==> src/rtl/seq_detector_param_pkg.sv <==
// Shared types and constants for the parametrised sequence detector.
// Holds symbol encodings, the legacy pattern and the fill-width helper.
package seq_det_pkg;

  typedef enum logic [1:0] {
    SYM_NONE = 2'b00,
    SYM_X1   = 2'b01,
    SYM_X2   = 2'b10
  } sym_e;

  localparam logic [5:0] PAT_X1_X2_X2 = 6'b01_10_10;

  typedef enum logic [1:0] {
    ST_EMPTY,
    ST_FILLING,
    ST_FULL
  } fill_state_e;

  // fill must represent 0..LEN inclusive
  function automatic int fill_width(input int len);
    return $clog2(len + 1);
  endfunction

endpackage

==> src/rtl/seq_detector_param_if.sv <==
// Symbol stream, configuration and status bundle for seq_detector_param.
// master drives symbols/config, slave is the detector.
interface seq_detector_param_if
  import seq_det_pkg::*;
#(
  parameter int SYM_W = 2,
  parameter int LEN   = 3,
  parameter int CNT_W = 8
);
  localparam int FILL_W = fill_width(LEN);

  logic                   clr;
  logic                   sym_valid;
  logic [SYM_W-1:0]       sym;
  logic [LEN*SYM_W-1:0]   pattern;
  logic                   overlap;
  logic                   z;
  logic [FILL_W-1:0]      fill;
  logic [CNT_W-1:0]       match_cnt;

  modport master (
    output clr, sym_valid, sym, pattern, overlap,
    input  z, fill, match_cnt
  );

  modport slave (
    input  clr, sym_valid, sym, pattern, overlap,
    output z, fill, match_cnt
  );
endinterface

==> src/rtl/seq_detector_param_sat_counter.sv <==
// Saturating up-counter with async active-low reset and sync clear.
module sat_counter #(
  parameter int W = 8
) (
  input  logic         cp,
  input  logic         rd,
  input  logic         clr,
  input  logic         inc,
  output logic [W-1:0] q
);
  logic [W-1:0] r_q;

  always_ff @(posedge cp or negedge rd) begin
    if (!rd) begin
      r_q <= '0;
    end else if (clr) begin
      r_q <= '0;
    end else if (inc && (r_q != '1)) begin
      r_q <= r_q + W'(1);
    end
  end

  assign q = r_q;
endmodule

==> src/rtl/seq_detector_param.sv <==
// Programmable-pattern sequence detector: shifts in symbols, pulses z one
// cycle after the last LEN symbols equal pattern, and counts matches.
module seq_detector_param
  import seq_det_pkg::*;
#(
  parameter int SYM_W = 2,
  parameter int LEN   = 3,
  parameter int CNT_W = 8
) (
  input  logic                 cp,
  input  logic                 rd,
  seq_detector_param_if.slave  bus
);
  localparam int FILL_W = fill_width(LEN);
  localparam int HIST_W = LEN * SYM_W;
  localparam logic [FILL_W-1:0] FILL_FULL = FILL_W'(LEN);

  fill_state_e         r_state;
  logic [HIST_W-1:0]   r_hist;
  logic [FILL_W-1:0]   r_fill;
  logic                r_z;

  logic [HIST_W-1:0]   w_hist_n;
  logic [FILL_W-1:0]   w_fill_n;
  logic                w_full_n;
  logic                w_match;
  logic [CNT_W-1:0]    w_cnt;

  // Match is judged on the post-shift history, so the completing symbol counts.
  always_comb begin
    w_hist_n = {r_hist[HIST_W-SYM_W-1:0], bus.sym};
    w_fill_n = (r_state == ST_FULL) ? FILL_FULL : r_fill + FILL_W'(1);
    w_full_n = (w_fill_n == FILL_FULL);
    w_match  = bus.sym_valid && w_full_n && (w_hist_n == bus.pattern);
  end

  always_ff @(posedge cp or negedge rd) begin
    if (!rd) begin
      r_state <= ST_EMPTY;
      r_hist  <= '0;
      r_fill  <= '0;
      r_z     <= 1'b0;
    end else if (bus.clr) begin
      r_state <= ST_EMPTY;
      r_fill  <= '0;
      r_z     <= 1'b0;
    end else if (bus.sym_valid) begin
      r_hist <= w_hist_n;
      r_z    <= w_match;
      if (w_match && !bus.overlap) begin
        r_state <= ST_EMPTY;
        r_fill  <= '0;
      end else begin
        r_state <= w_full_n ? ST_FULL : ST_FILLING;
        r_fill  <= w_fill_n;
      end
    end else begin
      r_z <= 1'b0;
    end
  end

  // clr outranks inc inside the counter, matching the history clear above.
  sat_counter #(.W(CNT_W)) u_cnt (
    .cp  (cp),
    .rd  (rd),
    .clr (bus.clr),
    .inc (w_match),
    .q   (w_cnt)
  );

  assign bus.z         = r_z;
  assign bus.fill      = r_fill;
  assign bus.match_cnt = w_cnt;
endmodule

==> src/flat_wrapper.sv <==
// flat-port wrapper written by rule: the top's interface ports become plain ports
module seq_detector_param_flat import seq_det_pkg::*;
#(
  parameter int SYM_W = 2,
  parameter int LEN   = 3,
  parameter int CNT_W = 8
)
  (cp, rd, bus_clr, bus_sym_valid, bus_sym, bus_pattern, bus_overlap, bus_z, bus_fill, bus_match_cnt);
  seq_detector_param_if #(.SYM_W(SYM_W), .LEN(LEN), .CNT_W(CNT_W)) bus_i ();
  input  logic cp;
  input  logic rd;
  input wire logic [$bits(bus_i.clr)-1:0] bus_clr;
  input wire logic [$bits(bus_i.sym_valid)-1:0] bus_sym_valid;
  input wire logic [$bits(bus_i.sym)-1:0] bus_sym;
  input wire logic [$bits(bus_i.pattern)-1:0] bus_pattern;
  input wire logic [$bits(bus_i.overlap)-1:0] bus_overlap;
  output wire logic [$bits(bus_i.z)-1:0] bus_z;
  output wire logic [$bits(bus_i.fill)-1:0] bus_fill;
  output wire logic [$bits(bus_i.match_cnt)-1:0] bus_match_cnt;
  assign bus_i.clr = bus_clr;
  assign bus_i.sym_valid = bus_sym_valid;
  assign bus_i.sym = bus_sym;
  assign bus_i.pattern = bus_pattern;
  assign bus_i.overlap = bus_overlap;
  assign bus_z = bus_i.z;
  assign bus_fill = bus_i.fill;
  assign bus_match_cnt = bus_i.match_cnt;
  seq_detector_param #(.SYM_W(SYM_W), .LEN(LEN), .CNT_W(CNT_W)) u_core (.cp(cp), .rd(rd), .bus(bus_i));
endmodule
==> config.mk <==
export PLATFORM = sky130hd
export DESIGN_NAME = seq_detector_param_flat
export DESIGN_NICKNAME = d
export VERILOG_FILES = /design/src/rtl/seq_detector_param_pkg.sv /design/src/rtl/seq_detector_param_if.sv /design/src/rtl/seq_detector_param_sat_counter.sv /design/src/rtl/seq_detector_param.sv /design/src/flat_wrapper.sv
export SDC_FILE = /design/constraint.sdc
export NUM_CORES = 1
export LEC_CHECK = 0
export CORE_UTILIZATION = 45
export DETAILED_ROUTE_END_ITERATION = 10
export GPL_ROUTABILITY_DRIVEN = 1
export PLACE_DENSITY = 0.74
export SETUP_SLACK_MARGIN = 0.3
export SYNTH_ARGS = -nofsm -noshare
export SYNTH_HDL_FRONTEND = slang
export SYNTH_SLANG_ARGS = --single-unit
==> constraint.sdc <==
create_clock -name cp -period 2.2 [get_ports cp]
set_clock_uncertainty 0.05 [all_clocks]
set_input_delay 0.44 -clock cp [delete_from_list [all_inputs] [get_ports cp]]
set_output_delay 0.44 -clock cp [all_outputs]
set_load 0.005 [all_outputs]
# [Word-level counts from Yosys, hierarchy flattened]
# Index checks and enable logic that the tools add are counted.
[totals] output_inout_bits=11 in_bits=13 ramBits=0 romBits=0 memories=0 wordCells=32 ff_bits=17 latchBits=0
[op_classes] n_lt_le_gt_ge=0 n_reduce_logical=8 mux=12 n_eq_ne=4 n_mul=0 n_bitwise=1 shift=0 div_mod_pow=0 addsub=2
[op_table] op="2-bit 2-to-1 mux" count=8
[op_table] op="8-bit 2-to-1 mux" count=2
[op_table] op="8-bit by 1-bit adder with 8-bit output (second input constant)" count=1
[op_table] op="8-bit inequality test (second input constant)" count=1
[op_table] op="6-bit == test" count=1
[op_table] op="2-bit == test (second input constant)" count=2
[op_table] op="1-bit logical AND" count=4
[op_table] op="2-bit nonzero test" count=2
[op_table] op="2-bit by 1-bit adder with 2-bit output (second input constant)" count=1
[op_table] op="1-bit 2-to-1 mux" count=2
[op_table] op="2-bit AND reduction" count=1
[op_table] op="1-bit zero test" count=1
[op_table] op="1-bit inverter" count=1

# [Logic depth before layout (Yosys ltp)]
[logic_depth] ltp_word=9 mapped_depth=5 depth_no_buf=5

# [By module]
# Synthesis repeated with hierarchy kept, for this count alone.
[hier_totals] cells_unflattened=92 hier_area_um2=994.7
[modules_own_cells] module="seq_detector_param" seq_area_each_um2=225.2 area_each_um2=530.5 n_inst=1 cells_per_inst=43
[modules_own_cells] module="sat_counter" seq_area_each_um2=200.2 area_each_um2=464.2 n_inst=1 cells_per_inst=49

# [Worst setup path before layout]
# OpenSTA, ideal clock, no wires.
[synth_timing] path_kind="input-to-reg" startpoint="input port bus_pattern[1]" endpoint="register u_core.u_cnt.r_q[5] (netlist: u_core.u_cnt.q[5])" required_ns=2.022 setup_ns=0.128 t_arrival_ns=1.752 path_stages=5 path_buffers=1 slack_ns=0.271 path_cell_list="xor2_1 a2111o_1 buf_4 nor4_1 mux2_1"
[synth_via] elab_chain_cells=4
[synth_lines] item="from (decl)" line="flat_wrapper.sv:15" rtl="input wire logic [$bits(bus_i.pattern)-1:0] bus_pattern;"
[synth_lines] item="6-bit == test" line="seq_detector_param.sv:34" rtl="w_match = bus.sym_valid && w_full_n && (w_hist_n == bus.pattern);"
[synth_lines] item="1-bit logical AND" line="seq_detector_param.sv:34"
[synth_lines] item="1-bit logical AND" line="seq_detector_param_sat_counter.sv:18" rtl="end else if (inc && (r_q != '1)) begin"
[synth_lines] item="2-bit nonzero test (no line)"
[synth_lines] item="to (signal assigned)" line="seq_detector_param_sat_counter.sv:19" rtl="r_q <= r_q + W'(1);"
[synth_lines] item="to (decl)" line="seq_detector_param_sat_counter.sv:11" rtl="logic [W-1:0] r_q;"
# No other way between the ends.
# A chain may end at the register's enable or synchronous reset.

# [Worst setup path in the final report]
[layout_timing] startpoint="register u_core.r_hist[0]" endpoint="register u_core.u_cnt.r_q[3] (netlist: u_core.u_cnt.q[3])"
[layout_via] elab_chain_cells=4
[layout_lines] item="from (decl)" line="seq_detector_param.sv:19" rtl="logic [HIST_W-1:0] r_hist;"
[layout_lines] item="from (signal assigned)" line="seq_detector_param.sv:48" rtl="r_hist <= w_hist_n;"
[layout_lines] item="6-bit == test" line="seq_detector_param.sv:34"
[layout_lines] item="1-bit logical AND" line="seq_detector_param.sv:34"
[layout_lines] item="1-bit logical AND" line="seq_detector_param_sat_counter.sv:18"
[layout_lines] item="2-bit nonzero test (no line)"
# No other way between the ends.

==> flow_summary.json <==
{
  "cts_max_path_buffers": 2,
  "worst_slack_ps": 276,
  "pre_cts_ws_ps": -193,
  "synthTopCellsByArea": "dfrtp_1, mux2_2, nand2b_1",
  "status": "complete, no violations",
  "layout-drive-gt1-share": 0.266,
  "synth_nets": 108,
  "antenna_cells": 0,
  "async_flop_share": 1.00,
  "ctsHoldBuffers": 0,
  "synth_cell_type_count": 34,
  "yosys_warnings": 0,
  "synth-compound-area-share": 0.134,
  "die_area_mm2": 0.00235,
  "grt_antenna_before_repair": 0,
  "netlist_area_um2": 972,
  "crit_chain": "xor2_1 -> a2111o_1 -> buf_6 -> or4_1 -> a21oi_1",
  "grt_pass1_vias": 775,
  "comb_power_share": 0.198,
  "final_common_cell": "clkdlybuf4s50_1",
  "cp_num_buf_inv": 1,
  "p_switching_mw": 0.180,
  "rsz0062_at_grt": "true",
  "finalHoldViolCount": 0,
  "yosys.area.top_type": "dfrtp_1",
  "hpwl_mm": 1.53,
  "slew_headroom": 0.645,
  "grt_first_pass_wirelength_mm": 3.51,
  "finalSetupTns_ps": 0,
  "start_util": 0.486,
  "drtIter0Drc": 9,
  "num_vias": 860,
  "dieWidth_um": 48.5,
  "grt.total_usage": 0.197,
  "portBuffers": 23,
  "drt_wl_total_mm": 2.16,
  "gp_congestion": 0.786,
  "clkSlewWorstSetupHoldPaths_ps": 100,
  "cp_slowest_cell": "or4_1",
  "ys.flop_type": "dfrtp_1",
  "synthMuxAreaShare": 0.103,
  "htreeDepth": 1,
  "clock_latency_ps": 300,
  "row_count": 16,
  "crit_type": "flip-flop to flip-flop",
  "clockRootBuffer": "clkbuf_4",
  "synth_fa_ha_area_frac": 0.0129,
  "multi_input_area_um2": 588,
  "synth_edf_count": 0,
  "drc_errors": 0,
  "synth_area_per_cell_um2": 10.3,
  "setup_viol": 0,
  "layout_common_cells": "clkdlybuf4s50_1, dfrtp_1, buf_4, nor2_1, mux2_2",
  "fin_crit_ps": 1920,
  "fmax_ghz": 0.520,
  "tritoncts": "done",
  "cp-end-kind": "flip-flop",
  "numClockSinks": 17,
  "synthCells": 94,
  "synth_xor_area_frac": 0.0541,
  "required_ps": 2380,
  "seq_area_frac_synth": 0.438,
  "synth_top_family_by_area": "simple AND/OR/NAND/NOR gates",
  "first_pass_iters": 4,
  "crit_arrival_ps": 2110,
  "grt_remaining_overflow": 0,
  "seq_area_um2": 425,
  "ys_ff_latch": 17,
  "io_pins": 24,
  "max_stage_delay_ps": 470,
  "yosys.area_share.simple": 0.228,
  "core_area_mm2": 0.00200,
  "nets": 143,
  "p_sw_frac": 0.276,
  "grt_max_degree": 17,
  "ant_nets": 0,
  "routedWlPerCell_um": 14.0,
  "p_per_area_mw_per_mm2": 467,
  "p_seq_frac": 0.535,
  "drv_slew": 0,
  "p_leak_nw": 0.564,
  "maxCapViolations": 0,
  "cp_top_family": "compound AO/OA/AOI/OAI gates",
  "hold_ws_ps": 386,
  "period_share": 0.875,
  "max-vdd-ir-drop_v": 0.000409,
  "yosysTopAreaCellShare": 0.438,
  "clockPowerShare": 0.267,
  "cts_made_buffers": 3,
  "hold_path.class": "input port to async pin",
  "crit_fanout": 5,
  "final.fill_count": 144,
  "internal_power_mw": 0.473,
  "worst_pin_slew_ps": 531,
  "viasPerCell": 5.55,
  "startpoint_type": "flip-flop",
  "area_growth_pct": 43.9,
  "die_h_um": 48.5
}
-- cell type report --
type,instances,area share
inverters,3,0.00805
well taps,27,0.0242
multi-input cells,70,0.420
clock inverters,1,0.00358
flip-flops and latches,17,0.304
clock buffers,3,0.0161
repair buffers,34,0.224
-- metal layers --
layer / vias up / wire [µm] / global-route usage
met4: 0 / 40 / 0.0882
met5: - / 0 / 0
met2: 20 / 1070 / 0.317
met1: 417 / 983 / 0.259
li1: 418 / - / -
met3: 5 / 69 / 0.0377
-- path summary, 6_finish.rpt --
kind / from / endpoint / slack (ps) / depth (start not counted)
setup / recovery: u_core.r_hist[0]$_DFFE_PN0P_ / u_core.u_cnt.q[3]$_DFFE_PN0P_ / 280 / 5
hold / removal: rd / u_core.r_hist[1]$_DFFE_PN0P_ / 390 / 1
setup reg to reg: u_core.r_hist[0]$_DFFE_PN0P_ / u_core.u_cnt.q[3]$_DFFE_PN0P_ / 280 / 5
hold reg to reg: u_core.r_hist[3]$_DFFE_PN0P_ / u_core.r_hist[3]$_DFFE_PN0P_ / 500 / 1
max in group asynchronous: rd / u_core.r_state[0]$_DFFE_PN0P_ / 1240 / 2
min in group cp: bus_sym[1] / u_core.r_hist[1]$_DFFE_PN0P_ / 490 / 2
-- power groups by stage --
stage | Clock [mW] | Sequential (mW) | Combinational [mW]
floorplan | 0 | 0.352 | 0.0630
global placement | 0 | 0.354 | 0.115
detailed placement | 0 | 0.356 | 0.118
CTS | 0.176 | 0.349 | 0.124
global route | 0.196 | 0.353 | 0.142
finish | 0.174 | 0.350 | 0.129
-- per-stage QoR --
step           instances  utilization  area [µm²]  power, mW
6_report             155        0.699        1400      0.653
5_1_grt              155        0.699        1400      0.691
4_1_cts              155        0.682        1370      0.649
3_5_place_dp         148        0.644        1290      0.473
3_3_place_gp         148        0.644        1290      0.469
2_1_floorplan         94            -         985      0.415
-- cell usage after synthesis, drive strengths merged, types with 2 or more instances --
cell type and count:
or4 3, dfrtp 17, xor2 3, nor3 3, o31ai 2, o21ai 3, nand4 3, nand2b 6
inv 3, xnor2 3, nand2 4, mux2 8, clkbuf 3, a21oi 4, nor2 7, nor4 3
a22o 2, nor2b 4
-- cells by family (layout without fill, tap and decap cells) --
family,count (synthesis),count (layout)
and+or+nand+nor,37,37
AOI/OAI and AO/OA,17,17
DFF,17,17
muxes,9,9
buffers and inverters,7,41
xor gates and xnor gates,6,6
adders and majority gates,1,1
-- flip-flops by register name, indices dropped and copies added, names as in the netlist --
| signal | flops |
|---|---|
| u_core.bus.fill | 2 |
| u_core.bus.z | 1 |
| u_core.r_hist | 4 |
| u_core.r_state | 2 |
| u_core.u_cnt.q | 8 |
-- what timing repair did --
item,CTS,global route
gates cloned,1,0
buffers inserted,2,0
hold endpoints to repair,0,0
gates resized for setup,9,7
pin swaps,9,3
setup endpoints to repair,8,8
Note: power is estimated with default switching activity, not from simulation.
